**src/rtl/cpu_pkg.sv**
```systemverilog
// Shared CPU constants and types used by the fetch stage, decode and the
// redirect source.
package cpu_pkg;

    localparam int          WORD_W    = 32;
    localparam logic [31:0] PC_STEP   = 32'd4;
    localparam logic [31:0] INSTR_NOP = 32'h0;

    typedef enum logic [5:0] {
        OP_RTYPE = 6'd0,
        OP_J     = 6'd2,
        OP_BEQ   = 6'd4,
        OP_ADDI  = 6'd8,
        OP_LW    = 6'd35,
        OP_SW    = 6'd43
    } opcode_e;

    typedef struct packed {
        logic [WORD_W-1:0] pc;
        logic [WORD_W-1:0] instr;
    } fetch_entry_t;

    function automatic logic [WORD_W-1:0] word_align(input logic [WORD_W-1:0] addr);
        return {addr[WORD_W-1:2], 2'b00};
    endfunction

endpackage

```
**src/rtl/fetch_stage_if.sv**
```systemverilog
// Bundle of the fetch stage's instruction-memory, redirect and decode-side
// handshake signals.
interface fetch_stage_if;

    logic        imem_req;
    logic [31:0] imem_addr;
    logic        imem_rvalid;
    logic [31:0] imem_rdata;
    logic        redirect;
    logic [31:0] redirect_pc;
    logic        out_valid;
    logic        out_ready;
    logic [31:0] out_instr;
    logic [31:0] out_pc;

    modport master (
        output imem_req, imem_addr, out_valid, out_instr, out_pc,
        input  imem_rvalid, imem_rdata, redirect, redirect_pc, out_ready
    );

    modport slave (
        input  imem_req, imem_addr, out_valid, out_instr, out_pc,
        output imem_rvalid, imem_rdata, redirect, redirect_pc, out_ready
    );

endinterface

```
**src/rtl/fetch_fifo.sv**
```systemverilog
// Small synchronous FIFO of {pc,instr} entries with a single-cycle flush and
// an occupancy count used by the fetch credit logic.
module fetch_fifo
    import cpu_pkg::*;
#(
    parameter int DEPTH = 4
) (
    input  logic                       clk,
    input  logic                       Reset,
    input  logic                       flush,
    input  logic                       push,
    input  fetch_entry_t               push_data,
    input  logic                       pop,
    output fetch_entry_t               head,
    output logic                       empty,
    output logic [$clog2(DEPTH+1)-1:0] count
);

    localparam int                PTR_W = $clog2(DEPTH);
    localparam int                CNT_W = $clog2(DEPTH + 1);
    localparam logic [CNT_W-1:0]  FULL  = CNT_W'(DEPTH);

    fetch_entry_t     mem_q [DEPTH];
    fetch_entry_t     mem_d [DEPTH];
    logic [PTR_W-1:0] wr_ptr_q, wr_ptr_d;
    logic [PTR_W-1:0] rd_ptr_q, rd_ptr_d;
    logic [CNT_W-1:0] count_q, count_d;
    logic             do_push;
    logic             do_pop;

    function automatic logic [PTR_W-1:0] ptr_next(input logic [PTR_W-1:0] p);
        return (p == PTR_W'(DEPTH - 1)) ? '0 : p + 1'b1;
    endfunction

    assign do_pop  = pop & (count_q != '0);
    assign do_push = push & ((count_q != FULL) | do_pop);

    // Flush discards everything, including a pop or push landing in the same cycle.
    always_comb begin
        mem_d    = mem_q;
        wr_ptr_d = wr_ptr_q;
        rd_ptr_d = rd_ptr_q;
        count_d  = count_q;
        if (flush) begin
            wr_ptr_d = '0;
            rd_ptr_d = '0;
            count_d  = '0;
        end else begin
            if (do_push) begin
                mem_d[wr_ptr_q] = push_data;
                wr_ptr_d        = ptr_next(wr_ptr_q);
            end
            if (do_pop) begin
                rd_ptr_d = ptr_next(rd_ptr_q);
            end
            count_d = count_q + CNT_W'(do_push) - CNT_W'(do_pop);
        end
    end

    always_ff @(posedge clk or posedge Reset) begin
        if (Reset) begin
            for (int i = 0; i < DEPTH; i++) begin
                mem_q[i] <= '0;
            end
            wr_ptr_q <= '0;
            rd_ptr_q <= '0;
            count_q  <= '0;
        end else begin
            mem_q    <= mem_d;
            wr_ptr_q <= wr_ptr_d;
            rd_ptr_q <= rd_ptr_d;
            count_q  <= count_d;
        end
    end

    assign head  = mem_q[rd_ptr_q];
    assign empty = (count_q == '0);
    assign count = count_q;

endmodule

```
**src/rtl/fetch_stage.sv**
```systemverilog
// Instruction-fetch front end: owns the PC, issues word reads to a 1-cycle
// instruction memory and buffers fetched {pc,instr} pairs for decode.
module fetch_stage
    import cpu_pkg::*;
#(
    parameter int          DEPTH    = 4,
    parameter logic [31:0] RESET_PC = 32'd0
) (
    input  logic          clk,
    input  logic          Reset,
    fetch_stage_if.master bus
);

    localparam int CNT_W = $clog2(DEPTH + 1);

    logic [31:0]      fetch_pc_q, fetch_pc_d;
    logic             inflight_q, inflight_d;
    logic [31:0]      inflight_pc_q, inflight_pc_d;
    logic [CNT_W-1:0] count;
    logic [CNT_W:0]   occ;
    logic             empty;
    logic             pop;
    logic             push;
    logic             issue;
    fetch_entry_t     head;
    fetch_entry_t     push_data;

    assign pop  = bus.out_valid & bus.out_ready;
    assign push = bus.imem_rvalid & inflight_q & ~bus.redirect;

    // An in-flight read already owns a slot, so the queue can never overflow.
    assign occ   = (CNT_W+1)'(count) + (CNT_W+1)'(inflight_q) - (CNT_W+1)'(pop);
    assign issue = ~Reset & ~bus.redirect & (occ < (CNT_W+1)'(DEPTH));

    assign push_data.pc    = inflight_pc_q;
    assign push_data.instr = bus.imem_rdata;

    always_comb begin
        fetch_pc_d    = fetch_pc_q;
        inflight_d    = 1'b0;
        inflight_pc_d = inflight_pc_q;
        if (bus.redirect) begin
            fetch_pc_d = word_align(bus.redirect_pc);
        end else if (issue) begin
            fetch_pc_d    = fetch_pc_q + PC_STEP;
            inflight_d    = 1'b1;
            inflight_pc_d = fetch_pc_q;
        end
    end

    always_ff @(posedge clk or posedge Reset) begin
        if (Reset) begin
            fetch_pc_q    <= RESET_PC;
            inflight_q    <= 1'b0;
            inflight_pc_q <= '0;
        end else begin
            fetch_pc_q    <= fetch_pc_d;
            inflight_q    <= inflight_d;
            inflight_pc_q <= inflight_pc_d;
        end
    end

    fetch_fifo #(.DEPTH(DEPTH)) u_fifo (
        .clk      (clk),
        .Reset    (Reset),
        .flush    (bus.redirect),
        .push     (push),
        .push_data(push_data),
        .pop      (pop),
        .head     (head),
        .empty    (empty),
        .count    (count)
    );

    assign bus.imem_req  = issue;
    assign bus.imem_addr = fetch_pc_q;
    assign bus.out_valid = ~empty;
    assign bus.out_instr = bus.out_valid ? head.instr : INSTR_NOP;
    assign bus.out_pc    = bus.out_valid ? head.pc : 32'd0;

endmodule

```
**src/flat_wrapper.sv**
```systemverilog
// flat-port wrapper written by rule: the top's interface ports become plain ports
module fetch_stage_flat import cpu_pkg::*;
#(
    parameter int          DEPTH    = 4,
    parameter logic [31:0] RESET_PC = 32'd0
)
  (clk, Reset, bus_imem_req, bus_imem_addr, bus_out_valid, bus_out_instr, bus_out_pc, bus_imem_rvalid, bus_imem_rdata, bus_redirect, bus_redirect_pc, bus_out_ready);
  fetch_stage_if bus_i ();
  input  logic clk;
  input  logic Reset;
  output wire logic [$bits(bus_i.imem_req)-1:0] bus_imem_req;
  output wire logic [$bits(bus_i.imem_addr)-1:0] bus_imem_addr;
  output wire logic [$bits(bus_i.out_valid)-1:0] bus_out_valid;
  output wire logic [$bits(bus_i.out_instr)-1:0] bus_out_instr;
  output wire logic [$bits(bus_i.out_pc)-1:0] bus_out_pc;
  input wire logic [$bits(bus_i.imem_rvalid)-1:0] bus_imem_rvalid;
  input wire logic [$bits(bus_i.imem_rdata)-1:0] bus_imem_rdata;
  input wire logic [$bits(bus_i.redirect)-1:0] bus_redirect;
  input wire logic [$bits(bus_i.redirect_pc)-1:0] bus_redirect_pc;
  input wire logic [$bits(bus_i.out_ready)-1:0] bus_out_ready;
  assign bus_imem_req = bus_i.imem_req;
  assign bus_imem_addr = bus_i.imem_addr;
  assign bus_out_valid = bus_i.out_valid;
  assign bus_out_instr = bus_i.out_instr;
  assign bus_out_pc = bus_i.out_pc;
  assign bus_i.imem_rvalid = bus_imem_rvalid;
  assign bus_i.imem_rdata = bus_imem_rdata;
  assign bus_i.redirect = bus_redirect;
  assign bus_i.redirect_pc = bus_redirect_pc;
  assign bus_i.out_ready = bus_out_ready;
  fetch_stage #(.DEPTH(DEPTH), .RESET_PC(RESET_PC)) u_core (.clk(clk), .Reset(Reset), .bus(bus_i));
endmodule
```
**config.mk**
```make
export PLATFORM = sky130hd
export DESIGN_NAME = fetch_stage_flat
export DESIGN_NICKNAME = d
export VERILOG_FILES = /design/src/rtl/cpu_pkg.sv /design/src/rtl/fetch_stage_if.sv /design/src/rtl/fetch_fifo.sv /design/src/rtl/fetch_stage.sv /design/src/flat_wrapper.sv
export SDC_FILE = /design/constraint.sdc
export NUM_CORES = 1
export LEC_CHECK = 0
export BUFFER_PORTS_ARGS = -buffer_cell sky130_fd_sc_hd__buf_2
export CORE_MARGIN = 2
export CORE_UTILIZATION = 53
export CTS_CLUSTER_DIAMETER = 200
export DETAILED_ROUTE_END_ITERATION = 12
export GPL_TIMING_DRIVEN = 1
export PLACE_DENSITY = 0.76
export SLEW_MARGIN = 20
export SYNTH_ARGS = -nofsm -noshare
export SYNTH_HDL_FRONTEND = slang
export SYNTH_HIERARCHICAL = 1
export SYNTH_SLANG_ARGS = --single-unit
```
**constraint.sdc**
```tcl
create_clock -name clk -period 8.65 [get_ports clk]
set_clock_uncertainty 0.15 [all_clocks]
set_input_delay 0.865 -clock clk [delete_from_list [all_inputs] [get_ports clk]]
set_output_delay 0.865 -clock clk [all_outputs]
set_load 0.01 [all_outputs]
```
After elaboration in Yosys (flattened, before gate mapping). Cells that the tools add are included.

Equal/unequal tests: 3. Mux-type cells: 19. Magnitude comparators: 4. Reduce and logical (&&, ||, !) cells: 8. Add/sub/neg operators: 7. Bitwise operators: 13.

Operators with widths (count): $bwmux W256 (1); $mux W64 (3); $bmux W64 S2 (1); $demux W64 S2 (1); $mux W32 (4); $add A32 B3 Y32 const B (1); $mux W2 (6); $and A1 B1 Y1 (7); $ge A3 B3 Y1 const B (2); $not A2 Y3 (2); $reduce_bool A2 Y1 (3); $add A2 B1 Y2 const B (2); $add A3 B1 Y4 (1); $eq A2 B2 Y1 const B (2); $lt A4 B3 Y1 const B (1); $reduce_and A2 Y1 (2); $sub A4 B1 Y4 (1); $add A3 B1 Y3 (1); $logic_not A3 Y1 (1); $lt A3 B1 Y1 const B (1); $mux W3 (1); $ne A3 B3 Y1 const B (1); $not A1 Y1 (3); $reduce_bool A3 Y1 (1); other kinds (4) (5).

Word-level logic and storage cells: 68. Register bits after elaboration: 328.

Logic depth before layout (Yosys ltp).
Word-level depth: 9. Depth in mapped cells: 14. Depth with buffers taken out: 13.

Hierarchy. The synthesis kept the hierarchy.

By module, submodules not included: fetch_fifo (times used 1, area an instance 11592.4 um^2, sequential area each 6581.3 um^2, cells each 665); fetch_stage (times used 1, area an instance 3658.5 um^2, sequential area each 1526.5 um^2, cells each 365).

Worst setup path before layout. No wires, ideal clock.

Kind: input to output. Start point: in bus_out_ready. End point: out bus_imem_req. Data arrival time: 2.820 ns. Stages: 9. Required time: 7.635 ns. Path buffers: 1. Slack: 4.815 ns. Path through: nor2b_1 ha_1 inv_1 ha_1 and3b_4 or4_1 buf_6 a21oi_4 nor2b_1.

Word-level cells in the longest chain between the ends: 4.

RTL lines: from (decl) (line flat_wrapper.sv:20) `input wire logic [$bits(bus_i.out_ready)-1:0] bus_out_ready;`; $and A1 B1 Y1 (line fetch_stage.sv:28) `assign pop = bus.out_valid & bus.out_ready;`; $sub A4 B1 Y4 (line fetch_stage.sv:32) `assign occ = (CNT_W+1)'(count) + (CNT_W+1)'(inflight_q) - (CNT_W+1)'(pop);`; $lt A4 B3 Y1 (line fetch_stage.sv:33) `assign issue = ~Reset & ~bus.redirect & (occ < (CNT_W+1)'(DEPTH));`; $and A1 B1 Y1 (line fetch_stage.sv:33); to (decl) (line flat_wrapper.sv:11) `output wire logic [$bits(bus_i.imem_req)-1:0] bus_imem_req;`.

No other way between the ends.

Worst setup path after layout.
Start point: reg u_core.u_fifo.count_q[1], in the netlist u_core/u_fifo/count[1]. End point: out bus_imem_req.

Word-level cells in the longest chain between the ends: 6. Elaborated cells between the ends (all ways): 7. Classes of those cells: 2 x add/sub; 1 x order compare; 3 x bitwise; 1 x reduce/logical.

RTL lines: from (decl) (line fetch_fifo.sv:27) `logic [CNT_W-1:0] count_q, count_d;`; from (signal assigned) (line fetch_fifo.sv:72) `count_q <= count_d;`; $logic_not A3 Y1 (line fetch_fifo.sv:77) `assign empty = (count_q == '0);`; via u_core.empty (line fetch_stage.sv:21) `logic empty;`; $not A1 Y1 (line fetch_stage.sv:77) `assign bus.out_valid = ~empty;`; $and A1 B1 Y1 (line fetch_stage.sv:28); via u_core.pop (line fetch_stage.sv:22) `logic pop;`; $sub A4 B1 Y4 (line fetch_stage.sv:32); $lt A4 B3 Y1 (line fetch_stage.sv:33); $and A1 B1 Y1 (line fetch_stage.sv:33).

The timed path passes the listed nets, and every way through them passes these cells.

==> results.py <==
metrics = {
    "clock_network": {
        "htreeDepth": 2,
        "cts_setup_buffers": 0,
        "cts_tree": "done",
        "clk_path_buf_depth": 3,
        "path_clk_slew_ns": 0.06,
        "post_cts_resized": 0,
        "cts.sinks": 324,
        "cts_hold_buf": 0,
        "clk_latency_ns": 0.51,
        "root_buffer": "clkbuf_16",
        "cts-buffers-inserted": 36,
    },
    "place": {
        "place_congestion": 0.823,
        "post-dp-hpwl_um": 20000,
        "pre_cts_slack_ns": 4.37,
        "io_buffers": 162,
        "dpl_cell_area_um2": 16300,
        "dp_cells": 1536,
    },
    "global_routing": {
        "grt_pass1_wl_um": 52900,
        "grt-ovfl-total": 0,
        "antenna_found_initial": 0,
        "grt_pass1_vias": 9673,
        "grt_max_degree": 105,
        "grt_usage_pct": 21.9,
    },
    "routing": {
        "totalWireLength_um": 32000,
        "num_vias": 9097,
        "antenna_left": 0,
        "remaining_drc_errors": 0,
        "wire_per_inst_um": 20.1,
        "via_per_inst": 5.71,
        "firstDrtPassIters": 5,
        "drtIter0Drc": 472,
    },
    "critical_path": {
        "cp-end-kind": "primary output",
        "path_class": "reg -> out",
        "cp.arrival_ns": 3.47,
        "crit_fanout": 7,
        "slowest_stage": "or4_1",
        "max_stage_delay_ns": 0.67,
        "cp_cell_sequence": "nor3_2, nor2b_1, ha_1, inv_1, ha_1, and3b_4, or4_1, a21oi_4, nor2b_1, buf_2",
        "crit_required_ns": 7.64,
        "r2r_cells": 10,
        "crit_path_start_kind": "register",
    },
    "finish": {
        "antennaDiodeCount": 0,
        "drive_gt1_share_pct": 28.3,
        "num-nets-final": 1271,
        "final_util_pct": 60.9,
        "area_growth_syn_to_layout_pct": 14.1,
        "multi_input_area_um2": 6670,
        "layout.cells.non_filler": 1594,
        "fin_area_um2": 17400,
        "seq_area_um2": 8120,
        "fill_cells": 2276,
    },
    "sta": {
        "clock.fmax_mhz": 223,
        "slew_viol_final": 0,
        "hold_ws_ns": 0.330,
        "slew_headroom_pct": 26.8,
        "finalCritPeriodShare_pct": 51.9,
        "setup_violations": 0,
        "rsz0062_at_grt": "false",
        "worst_pin_slew_ns": 1.09,
        "fin_tns_setup_ns": 0,
        "post-route-min-period_ns": 4.49,
        "fin_ws_ns": 4.16,
        "hold_viol": 0,
    },
    "pwr": {
        "total_power_mw": 3.79,
        "p_per_area_nw_per_um2": 218,
        "p_leak_nw": 8.35,
        "ir_worst_vdd_uv": 156,
    },
    "synth": {
        "yosysWarningCount": 6,
        "async_flop_share_pct": 100,
        "syn_area_um2": 15300,
        "synthFlopType": "dfrtp_1",
        "synth.distinct_cells": 56,
        "postSynthAreaPerCell_um2": 14.8,
        "synth_edf_count": 0,
        "synth_area_leaders": "dfrtp_1 53%, mux2_1 19%, mux4_2 9.5%",
        "synthTopCellsByCount": "324 x dfrtp_1, 252 x mux2_1, 71 x nor2b_1, 64 x mux4_2, 29 x nand2_1",
        "synthMostInstantiatedCell": "dfrtp_1",
        "synth_top_cell_area_share_pct": 53.2,
        "synth_cells": 1030,
        "synth.largest_area_cell": "dfrtp_1",
        "synth-seq-cells": 324,
        "ys_seq_area_share_pct": 53.2,
    },
    "run_status": {
        "status": "complete, no violations",
    },
    "worst_hold_path": {
        "hold_depth": 1,
        "hold_path_class": "reg -> reg",
    },
    "floorplanning": {
        "io_pins": 167,
        "die_x_um": 174,
        "num_rows": 62,
        "dieArea_um2": 30100,
        "initial_core_util_pct": 53.4,
        "die_y_um": 174,
        "core_area_um2": 28500,
    },
    "flow_run": {
        "cap_violations": 0,
    },
}
-- placed cells by master (no fill, tap or decap), types with 11 or more instances in the layout --
master / Yosys / final
buf_4: 6 / 15
mux2_1: 252 / 252
o21ai_1: 26 / 26
mux2_2: 16 / 16
clkbuf_16: 0 / 37
nand2_1: 29 / 29
ha_1: 11 / 11
nor2b_1: 71 / 71
mux2_4: 18 / 18
buf_2: 11 / 162
dfrtp_1: 324 / 322
nor2_1: 15 / 15
inv_1: 16 / 14
mux4_2: 64 / 64
-- layout make-up --
type | count | area share, %
Inverter | 17 | 0.410
Clock inverter | 5 | 0.431
Clock buffer | 53 | 6.07
Timing Repair Buffer | 178 | 5.37
Multi-Input combinational cell | 633 | 38.3
Tap cell | 384 | 2.76
Sequential cell | 324 | 46.6
-- metal layers --
layer / up-vias / routed length [um] / track usage (%)
li1: 4059 / - / -
met1: 4744 / 15100 / 31.9
met2: 256 / 14900 / 35.2
met3: 38 / 1550 / 3.42
met4: 0 / 469 / 4.59
met5: - / 0 / 0
-- critical path: cells and delay by family (launching register included) --
| family | cells | cell delay [ns] |
|---|---|---|
| AOI/OAI and AO/OA | 1 | 0.29 |
| adders and majority gates | 2 | 0.48 |
| buffers and inverters | 2 | 0.19 |
| and+or+nand+nor | 5 | 1.42 |
| DFF | 1 | 0.57 |
-- flip-flops by register name (all words and copies together) (netlist names) --
signal and cells:
u_core/inflight_pc_q 30, u_core/u_fifo/mem_q 256, u_core/u_fifo/count 3, u_core/u_fifo/wr_ptr_q 2, u_core/inflight_q 1, u_core/u_fifo/rd_ptr_q 2, u_core/bus.imem_addr 30
-- where the power goes --
group	switching, mW	total [mW]	leakage [nW]	internal [mW]
Sequential	0.141	1.83	4.28	1.69
Clock	0.579	1.48	0.557	0.898
Combinational	0.191	0.484	3.52	0.294
Total	0.911	3.79	8.35	2.88
-- worst paths after layout --
| kind | startpoint | to | slack (ns) |
|---|---|---|---|
| max | u_core/u_fifo/count[1] | bus_imem_req | 4.16 |
| min | u_core/u_fifo/mem_q[9] | u_core/u_fifo/mem_q[9] | 0.33 |
| max reg2reg | u_core/u_fifo/count[1] | u_core/bus.imem_addr[31] | 4.65 |
| min reg2reg | u_core/u_fifo/mem_q[9] | u_core/u_fifo/mem_q[9] | 0.33 |
| max in group asynchronous | Reset | u_core/u_fifo/mem_q[219] | 6.42 |
| min in group asynchronous | Reset | u_core/u_fifo/mem_q[109] | 0.45 |
-- kinds of logic after synthesis --
| logic type | after synthesis | synth area share [%] |
|---|---|---|
| other | 1 | 0.0246 |
| and+or+nand+nor | 178 | 6.94 |
| muxes | 353 | 31.2 |
| DFF | 324 | 53.2 |
| buffers and inverters | 82 | 3.77 |
| AOI/OAI and AO/OA | 62 | 2.82 |
| adders and majority gates | 12 | 1.03 |
| xor gates and xnor gates | 18 | 1.03 |
Power figures use the tool's default switching activity.
